`src/rtl/uart_unpack_pkg.sv`:
```
// Shared types and helpers for the UART-unpack lane arbiter.
package uart_unpack_pkg;

  localparam int DW_DEFAULT = 32;

  typedef enum logic [1:0] {
    ST_IDLE = 2'd0,
    ST_XFER = 2'd1,
    ST_GAP  = 2'd2
  } arb_state_e;

  function automatic int lane_w(input int n_ch);
    return (n_ch > 2) ? $clog2(n_ch) : 1;
  endfunction

endpackage

```
`src/rtl/uart_rr_pick.sv`:
```
// Round-robin lane picker: first requesting lane after `last`, wrapping modulo N_CH.
module uart_rr_pick
  import uart_unpack_pkg::*;
#(
  parameter int N_CH = 4,
  parameter int IW   = lane_w(N_CH)
) (
  input  logic [N_CH-1:0] req,
  input  logic [IW-1:0]   last,
  output logic            found,
  output logic [IW-1:0]   idx
);

  logic [IW-1:0] cand;

  // Offsets are scanned farthest-first so the nearest lane after `last` wins.
  always_comb begin
    found = 1'b0;
    idx   = '0;
    cand  = '0;
    for (int off = N_CH; off >= 1; off--) begin
      cand = IW'((int'(last) + off) % N_CH);
      if (req[cand]) begin
        found = 1'b1;
        idx   = cand;
      end
    end
  end

endmodule

```
`src/rtl/uart_unpack_arb.sv`:
```
// Round-robin burst arbiter draining N_CH FWFT lane FIFOs into one registered valid/ready stream.
//   state | meaning
//   IDLE  | search for an enabled, non-empty lane after the last one served
//   XFER  | pop the granted lane whenever the output register can load
//   GAP   | one turnaround cycle, no pops, output may still drain
module uart_unpack_arb
  import uart_unpack_pkg::*;
#(
  parameter int N_CH      = 4,
  parameter int DW        = DW_DEFAULT,
  parameter int MAX_BURST = 16
) (
  input  logic                    i_clk148p5M,
  input  logic                    i_rst_n,
  input  logic [N_CH-1:0]         i_empty,
  input  logic [N_CH*DW-1:0]      i_data,
  input  logic [N_CH-1:0]         i_enable,
  output logic [N_CH-1:0]         o_rd_en,
  output logic                    o_valid,
  output logic [DW-1:0]           o_data,
  output logic [lane_w(N_CH)-1:0] o_chan,
  input  logic                    i_ready,
  output logic [N_CH-1:0]         o_grant,
  output logic                    o_busy
);

  localparam int            IW         = lane_w(N_CH);
  localparam int            CW         = $clog2(MAX_BURST + 1);
  localparam logic [CW-1:0] BURST_MAX  = CW'(MAX_BURST);
  localparam logic [CW-1:0] BURST_LAST = CW'(MAX_BURST - 1);

  arb_state_e      state, state_nxt;
  logic [IW-1:0]   grant_idx, last_idx, pick_idx;
  logic [CW-1:0]   burst_cnt;
  logic [N_CH-1:0] lane_req;
  logic            pick_found, load, lane_empty, lane_en, pop, leave;

  assign lane_req = i_enable & ~i_empty;

  uart_rr_pick #(.N_CH(N_CH), .IW(IW)) u_pick (
    .req   (lane_req),
    .last  (last_idx),
    .found (pick_found),
    .idx   (pick_idx)
  );

  assign load       = ~o_valid | i_ready;
  assign lane_empty = i_empty[grant_idx];
  assign lane_en    = i_enable[grant_idx];
  assign pop        = (state == ST_XFER) & load & ~lane_empty & lane_en;
  assign leave      = (state == ST_XFER) &
                      ((pop & (burst_cnt == BURST_LAST)) | (load & lane_empty) | ~lane_en);
  assign o_busy     = (state != ST_IDLE) | o_valid;

  always_comb begin
    o_grant = '0;
    o_rd_en = '0;
    if (state == ST_XFER) o_grant[grant_idx] = 1'b1;
    if (pop)              o_rd_en[grant_idx] = 1'b1;
  end

  always_comb begin
    state_nxt = state;
    case (state)
      ST_IDLE: if (pick_found) state_nxt = ST_XFER;
      ST_XFER: if (leave)      state_nxt = ST_GAP;
      ST_GAP:                  state_nxt = ST_IDLE;
      default:                 state_nxt = ST_IDLE;
    endcase
  end

  always_ff @(posedge i_clk148p5M or negedge i_rst_n) begin
    if (!i_rst_n) begin
      state     <= ST_IDLE;
      grant_idx <= '0;
      last_idx  <= IW'(N_CH - 1);
      burst_cnt <= '0;
    end else begin
      state <= state_nxt;
      if (state == ST_IDLE && pick_found) begin
        grant_idx <= pick_idx;
        burst_cnt <= '0;
      end else if (pop && burst_cnt != BURST_MAX) begin
        burst_cnt <= burst_cnt + CW'(1);
      end
      if (leave) last_idx <= grant_idx;
    end
  end

  // A stalled word is held because pop requires load, and load is low while stalled.
  always_ff @(posedge i_clk148p5M or negedge i_rst_n) begin
    if (!i_rst_n) begin
      o_valid <= 1'b0;
      o_data  <= '0;
      o_chan  <= '0;
    end else if (pop) begin
      o_valid <= 1'b1;
      o_data  <= i_data[int'(grant_idx)*DW +: DW];
      o_chan  <= grant_idx;
    end else if (i_ready) begin
      o_valid <= 1'b0;
    end
  end

endmodule

```
`config.mk`:
```
export PLATFORM = sky130hd
export DESIGN_NAME = uart_unpack_arb
export DESIGN_NICKNAME = d
export VERILOG_FILES = /design/src/rtl/uart_unpack_pkg.sv /design/src/rtl/uart_rr_pick.sv /design/src/rtl/uart_unpack_arb.sv
export SDC_FILE = /design/constraint.sdc
export NUM_CORES = 1
export LEC_CHECK = 0
export ABC_AREA = 0
export CAP_MARGIN = 25
export CORE_AREA = 2 2 75 105
export DETAILED_ROUTE_END_ITERATION = 10
export DIE_AREA = 0 0 77 107
export GPL_TIMING_DRIVEN = 0
export PLACE_DENSITY = 0.91
export SLEW_MARGIN = 25
export SYNTH_ARGS = -nofsm -noshare
export SYNTH_HDL_FRONTEND = slang
export SYNTH_SLANG_ARGS = --single-unit
```
`constraint.sdc`:
```
create_clock -name i_clk148p5M -period 5.4 [get_ports i_clk148p5M]
set_clock_uncertainty 0.05 [all_clocks]
set_input_delay 1.35 -clock i_clk148p5M [delete_from_list [all_inputs] [get_ports i_clk148p5M]]
set_output_delay 1.35 -clock i_clk148p5M [all_outputs]
set_load 0.05 [all_outputs]
```
======== Word level (Yosys, flattened, before mapping) ========
Cells that the tools add are included.
word-level totals
  flip-flop bits (word level) ............. 46
  output and inout bits ................... 44
  word-level logic and storage cells ...... 78
cells by class
  add/subtract/negate cells ............... 5
  magnitude comparators ................... 6
  equality and inequality tests ........... 5
  shift operators ......................... 1
  mux-type cells .......................... 31
  bitwise operators ....................... 15
  reductions and logical operators ........ 8
operator list
  kind                 count
  $shiftx 128x8->32    1
  $lt 2x3->1 const B   5
  $mux 1               13
  $bmux 1 s2           6
  $mux 2               6
  $mux 5               2
  $mux 4               2
  $and 1x1->1          6
  $reduce_bool 2->1    3
  $add 5x1->5 const B  1
  $eq 5x4->1 const B   1
  $ne 5x5->1 const B   1
  $add 2x1->2 const B  2
  $add 2x2->2 const B  2
  $and 4x4->4          1
  $ne 2x2->1 const B   2
  $not 4->4            1
  $or 1x1->1           4
  $pmux 2 s2           1
  $logic_and 1x1->1    3
  $not 1->1            3
  $demux 1 s2          1
  $eq 2x1->1 const B   1
  $ge 2x1->1 const B   1
  other kinds (2)      2

======== Logic depth before layout (Yosys ltp) ========
Gate-level depths: netlist of run 1.
  depth in word-level cells ............... 11
  depth in mapped cells ................... 7
  depth with buffers taken out ............ 6

======== Hierarchy ========
A second synthesis of run 1 with hierarchy kept.
unflattened totals
  cell total of the unflattened synthesis .. 193
  area total of the unflattened synthesis .. 2834.0 sq um
modules (own cells, without submodules)
  module           instances  cells an instance  area each (sq um)
  uart_unpack_arb  1          179                2742.6
  uart_rr_pick     1          14                 91.3

======== Worst setup path after synthesis of run 1 ========
Ideal clock, no wire load.
  kind .................................... in2out
  from .................................... input port i_empty[3]
  to ...................................... output port o_rd_en[2]
  data arrival time ....................... 3831 ps
  data required time ...................... 4000 ps
  setup slack ............................. 169 ps
  stages .................................. 5
  path buffers ............................ 2
  path through ............................ mux4_2 -> or4b_1 -> buf_2 -> buf_2 -> nor3b_1
on the way
  word-level cells in the longest chain between the ends .. 6
RTL lines
  what                          RTL line               text
  from (decl)                   uart_unpack_arb.sv:15  input logic [N_CH-1:0] i_empty,
  $bmux 1 s2                    uart_unpack_arb.sv:48  assign lane_empty = i_empty[grant_idx];
  $mux 1 (not written as such)  uart_unpack_arb.sv:48
  $not 1->1                     uart_unpack_arb.sv:50  assign pop = (state == ST_XFER) & load & ~lane_empty & lane_en;
  $and 1x1->1 (2 in series)     uart_unpack_arb.sv:50
  $mux 4                        uart_unpack_arb.sv:59  if (pop) o_rd_en[grant_idx] = 1'b1;
  to (decl)                     uart_unpack_arb.sv:18  output logic [N_CH-1:0] o_rd_en,
No other way between the ends. The select of a mux whose other input is x is not followed.

======== Worst setup path after layout of run 1 ========
  from .................................... input port i_empty[0]
  to ...................................... output port o_rd_en[0]
The elaborated chain is that of the path after synthesis.

==> results.json, run 1 <==
{
  "status": "finished, final reports clean",
  "clk_latency_ns": 0.30,
  "tritoncts": "yes",
  "drc": 0,
  "cts_sinks": 46,
  "path_clk_slew_ns": 0.08,
  "nFillCells": 595,
  "detailed_place_hpwl_um": 8070,
  "final_util_pct": 67.1,
  "worst_slack_ns": 0.0908,
  "drt_pass1_iterations": 4,
  "hold_viol_final": 0,
  "synthArstFlopShare_pct": 100,
  "antenna_found_initial": 0,
  "cp-start-kind": "input port",
  "grt_pass1_wl_um": 15100,
  "synth.distinct_cells": 34,
  "layout_commonest_cell": "clkdlybuf4s50_1",
  "timing.max_cap.violations": 0,
  "overflow": 0,
  "io_buffers": 182,
  "grt_max_degree": 29,
  "cts_htree_levels": 2,
  "place.gp.congestion": 0.808,
  "endpoint_kind": "output pin",
  "hold_class": "flop to flop",
  "avgSynthCellArea_sq_um": 10.5,
  "reg2reg_slack_ns": 2.69,
  "cts.path.max_buffers": 2,
  "core_sq_um": 7310,
  "slew_headroom_pct": 39.8,
  "drive_gt1_share_pct": 12.8,
  "start_util_pct": 38.8,
  "cts_setup_buffers": 0,
  "area_growth_pct": 73.0,
  "cp.arrival_ns": 3.91,
  "cp.required_ns": 4.00,
  "slew_violations": 0,
  "finalSetupTns_ns": 0,
  "ioPinCount": 183,
  "rows": 37,
  "fmax_mhz": 188,
  "post-place-ws_ns": -0.350,
  "timing_worst_setup_path_type": "input port to output pin",
  "via_count": 2836,
  "holdPathStages": 2,
  "ant_nets": 0,
  "tightest_slew_ns": 0.901,
  "ir_drop_uv": 262,
  "wirelength_um": 9530,
  "min_from": "o_data[25]$_DFFE_PN0P_",
  "nNetsFinal": 603,
  "syn_inst": 270,
  "powerDensity_nw_per_um2": 493,
  "avgViaCountPerCell": 5.07,
  "grt_pass1_vias": 3047,
  "final_cell_mix": "clkdlybuf4s50_1, nand2_1, dfrtp_1, mux4_2, clkbuf_1",
  "syn_nets": 412,
  "synth_edf_count": 0,
  "fp.dieArea_sq_um": 8240,
  "ys_seq_elements": 46,
  "clockRootBuffer": "clkbuf_8",
  "p_leak_uw": 0.00204,
  "rsz0062_at_grt": "false",
  "period_needed_ns": 5.31,
  "ys.flop_type": "dfrtp_1",
  "regToRegStartpoint": "grant_idx[1]$_DFFE_PN0N_",
  "r2r-end": "o_data[2]$_DFFE_PN0P_",
  "setup_viol": 0,
  "hold_end": "o_data[25]$_DFFE_PN0P_",
  "die_w_um": 77,
  "crit_fanout": 10,
  "routedWlPerCell_um": 17.1,
  "cts_buffers": 5,
  "die_h_um": 107,
  "drtIter0Drc": 131,
  "diodes": 0,
  "finalCritPeriodShare_pct": 98.3,
  "ys_warn_count": 0,
  "r2r_cells": 6,
  "grt_use_total_pct": 23.6,
  "synth_area_sq_um": 2840,
  "yosysSeqAreaShare_pct": 40.7
}
## how the worst max path moves through the flow
stage	end	start	slack (ns)
floorplan	o_rd_en[2]	i_empty[3]	0.17
global placement	o_rd_en[0]	i_empty[0]	-0.33
detailed placement	o_rd_en[0]	i_empty[0]	-0.35
CTS	o_rd_en[1]	i_empty[0]	0.006
global route	o_rd_en[0]	i_empty[0]	0.001
finish	o_rd_en[0]	i_empty[0]	0.09
## where the power goes
part / internal (uW) / leakage (uW) / switching, uW
Clock: 138 / 0.0000504 / 120
Combinational: 642 / 0.00141 / 936
Sequential: 493 / 0.000584 / 91.2
## synth_stat cells (all sizes together), types with 2 or more instances
cell / count / share of area (%)
a21boi: 2 / 0.53
and3: 2 / 0.44
buf: 4 / 0.88
clkbuf: 15 / 2.0
dfrtp: 44 / 39
dfstp: 2 / 1.9
ha: 3 / 1.3
inv: 6 / 0.79
mux2: 2 / 0.79
mux4: 34 / 27
nand2: 109 / 14
nand2b: 4 / 0.88
nand3: 5 / 0.88
nand3b: 2 / 0.53
nor2: 4 / 0.53
nor2b: 5 / 1.1
nor3: 2 / 0.35
nor3b: 4 / 1.1
o211ai: 3 / 0.79
o21ai: 5 / 0.88
o41ai: 2 / 0.62
or3: 2 / 0.44
## sequential cells by signal (all words and copies together) (netlist names)
signal	count
state	2
burst_cnt	5
grant_idx	2
o_valid	1
last_idx	2
o_chan	2
o_data	32
## cells by family after synthesis
| kind of cell | share of synthesized area, % |
|---|---|
| AOI/OAI and AO/OA | 4.24 |
| adders and majority gates | 1.32 |
| buffers and inverters | 3.66 |
| DFF | 40.7 |
| muxes | 28.2 |
| and+or+nand+nor | 21.9 |
## metal layers
| metal | vias up | GRT usage, % | share of wire (%) |
|---|---|---|---|
| met3 | 22 | 4.04 | 5.6 |
| li1 | 1328 | - | - |
| met5 | - | 0 | 0 |
| met2 | 125 | 46.2 | 57 |
| met4 | 0 | 9.95 | 3.2 |
| met1 | 1361 | 24.4 | 34 |
## stage by stage
stage               cells  area [sq um]  hold slack (ns)  total power (uW)
floorplan             270          2840            0.436              1630
global placement      549          4780            0.408              2130
detailed placement    551          4810            0.413              2180
CTS                   559          4920            0.433              2440
global route          559          4910            0.454              2550
finish                559          4910            0.430              2420
## worst max-delay path: stages
cell,delay [ns]
clkdlybuf4s50_1,0.46
mux4_2,0.52
or4b_1,0.50
buf_2,0.20
clkbuf_1,0.26
nor3_1,0.20
clkdlybuf4s15_2,0.42
## area by class of cell
cell class	instances	area, sq um	area share [%]
plain buffers	19	81.3	1.66
clock buffers	5	68.8	1.40
clock inverters	3	45.0	0.918
inverters	6	22.5	0.459
multi-input cells	199	1590	32.3
flip-flops and latches	46	1150	23.5
well taps	97	121	2.47
repair buffers	184	1830	37.3
## timing repair
item                                    CTS  global route
cloned                                    0             0
hold buffers                              0             0
endpoints found under the hold margin     0             0
gates resized for setup                   8             7
endpoints found under the setup margin    4             3
No activity file was read; power rests on OpenSTA's default activity.
==> inputs of run 2 (changes only) <==
- RECOVER_POWER: unset -> 50
==> run 2 against run 1 <==
Net effect:
- the run now ends with max-capacitance violations, max-slew violations left
- first-iteration DRC count is 1.5% lower
- setup slack worse by 0.018 ns
- power is 1.0% lower
- non-clock buffer count stayed put
- register-to-register slack hardly changed
- via count is 0.63% higher
==> results.json, run 2 (same netlist as run 1, synthesis figures left out) <==
{
  "cp.arrival_ns": 3.93,
  "grt_busiest_layer": "met2",
  "largest_reg_flops": 32,
  "io_buffers": 182,
  "grt_max_degree": 29,
  "setup_viol": 0,
  "cp.required_ns": 4.00,
  "powerDensity_nw_per_um2": 491,
  "reg_top3": "o_data: 32 flops, burst_cnt: 5 flops",
  "tritoncts": "yes",
  "core_sq_um": 7310,
  "grt_use_total_pct": 23.6,
  "grt_pass1_wl_um": 15100,
  "nNetsFinal": 603,
  "area_growth_pct": 72.2,
  "regToRegStartpoint": "grant_idx[1]$_DFFE_PN0N_",
  "die_h_um": 107,
  "avgViaCountPerCell": 5.11,
  "regMostFlops": "o_data",
  "start_util_pct": 38.8,
  "finalCritPeriodShare_pct": 98.7,
  "timing_worst_setup_path_type": "input port to output pin",
  "rsz0062_at_grt": "false",
  "tightest_slew_ns": 1.55,
  "place.gp.congestion": 0.808,
  "slew_headroom_pct": -3.05,
  "fmax_mhz": 188,
  "grt_use_met1_pct": 24.4,
  "grt_util_met2_pct": 46.2,
  "drtIter0Drc": 129,
  "violations": "max-capacitance violations, max-slew violations",
  "layout_commonest_cell": "clkdlybuf4s50_1",
  "ant_nets": 0,
  "ir_drop_uv": 261,
  "slew_violations": 29,
  "period_needed_ns": 5.33,
  "reg2reg_slack_ns": 2.68,
  "wirelength_um": 9490,
  "status": "complete, but fails checks",
  "cts_htree_levels": 2,
  "cts_buffers": 5,
  "grt_pass1_vias": 3047,
  "drive_gt1_share_pct": 12.1,
  "drt_pass1_iterations": 4,
  "rows": 37,
  "detailed_place_hpwl_um": 8070,
  "overflow": 0,
  "cts_sinks": 46,
  "antenna_found_initial": 0,
  "design_area_sq_um": 4880,
  "hold_class": "flop to flop",
  "endpoint_kind": "output pin",
  "min_from": "o_data[15]$_DFFE_PN0P_",
  "cp-start-kind": "input port",
  "clk_latency_ns": 0.30,
  "drc": 0,
  "timing.max_cap.violations": 1,
  "worstSetupStartpoint": "i_empty[0]",
  "clockRootBuffer": "clkbuf_8",
  "path_clk_slew_ns": 0.09,
  "crit_fanout": 10,
  "fp.dieArea_sq_um": 8240,
  "whs_ns": 0.425,
  "final_cell_mix": "clkdlybuf4s50_1, nand2_1, dfrtp_1, mux4_2, clkbuf_1",
  "p_leak_uw": 0.00205,
  "die_w_um": 77,
  "nFillCells": 596,
  "diodes": 0,
  "cts.path.max_buffers": 2,
  "place_area_sq_um": 4810,
  "via_count": 2854,
  "ioPinCount": 183,
  "cts_hold_buf": 0,
  "globalRouteMet3Util_pct": 4.04,
  "routedWlPerCell_um": 17.0,
  "hold_viol_final": 0
}
[run 2: final timing paths]
check	cells past startpoint	endpoint
worst min-delay path	2	o_data[15]$_DFFE_PN0P_
max in group asynchronous	2	o_data[8]$_DFFE_PN0P_
worst min register to register	2	o_data[15]$_DFFE_PN0P_
min in group asynchronous	1	o_data[31]$_DFFE_PN0P_
worst max register to register	6	o_data[2]$_DFFE_PN0P_
worst max-delay path	7	o_rd_en[0]
[run 2: cell type report]
type                    instances  area, sq um  area share [%]
flip-flops and latches         46         1150            23.6
clock buffers                   5         68.8            1.41
multi-input cells             199         1580            32.3
plain buffers                  19         81.3            1.67
well taps                      97          121            2.49
clock inverters                 3         45.0           0.923
repair buffers                184         1810            37.1
inverters                       6         22.5           0.461
[run 2: per-layer routing]
| layer | routed length (um) | share of wire, % |
|---|---|---|
| met4 | 317 | 3.3 |
| met3 | 537 | 5.7 |
| met2 | 5430 | 57 |
| met5 | 0 | 0 |
| met1 | 3210 | 34 |
[run 2: critical path, cell delays in order]
cell	delay (ns)
clkdlybuf4s50_1	0.46
mux4_2	0.53
or4b_1	0.50
buf_2	0.19
clkbuf_1	0.27
nor3_1	0.21
clkdlybuf4s15_2	0.42
[run 2: metrics by stage]
step,TNS (ns),total power (uW),util (%),setup WS (ns),std cells
final,0,2400,66.7,0.0726,559
after global routing,0,2520,66.7,0.00116,559
after CTS,0,2440,67.2,0.00615,559
after detailed placement,-1.21,2180,65.7,-0.350,551
after global placement,-1.13,2130,65.3,-0.328,549
after floorplan,0,1630,-,0.169,270
[run 2: timing repair]
action	4_1_cts	5_1_grt
endpoints found under the hold margin	0	0
setup endpoints to repair	4	3
setup buffers	0	0
resized for setup	8	7
[run 2: power by group]
part	internal [uW]	switching [uW]
clock network	138	121
logic	621	934
registers	493	88.6
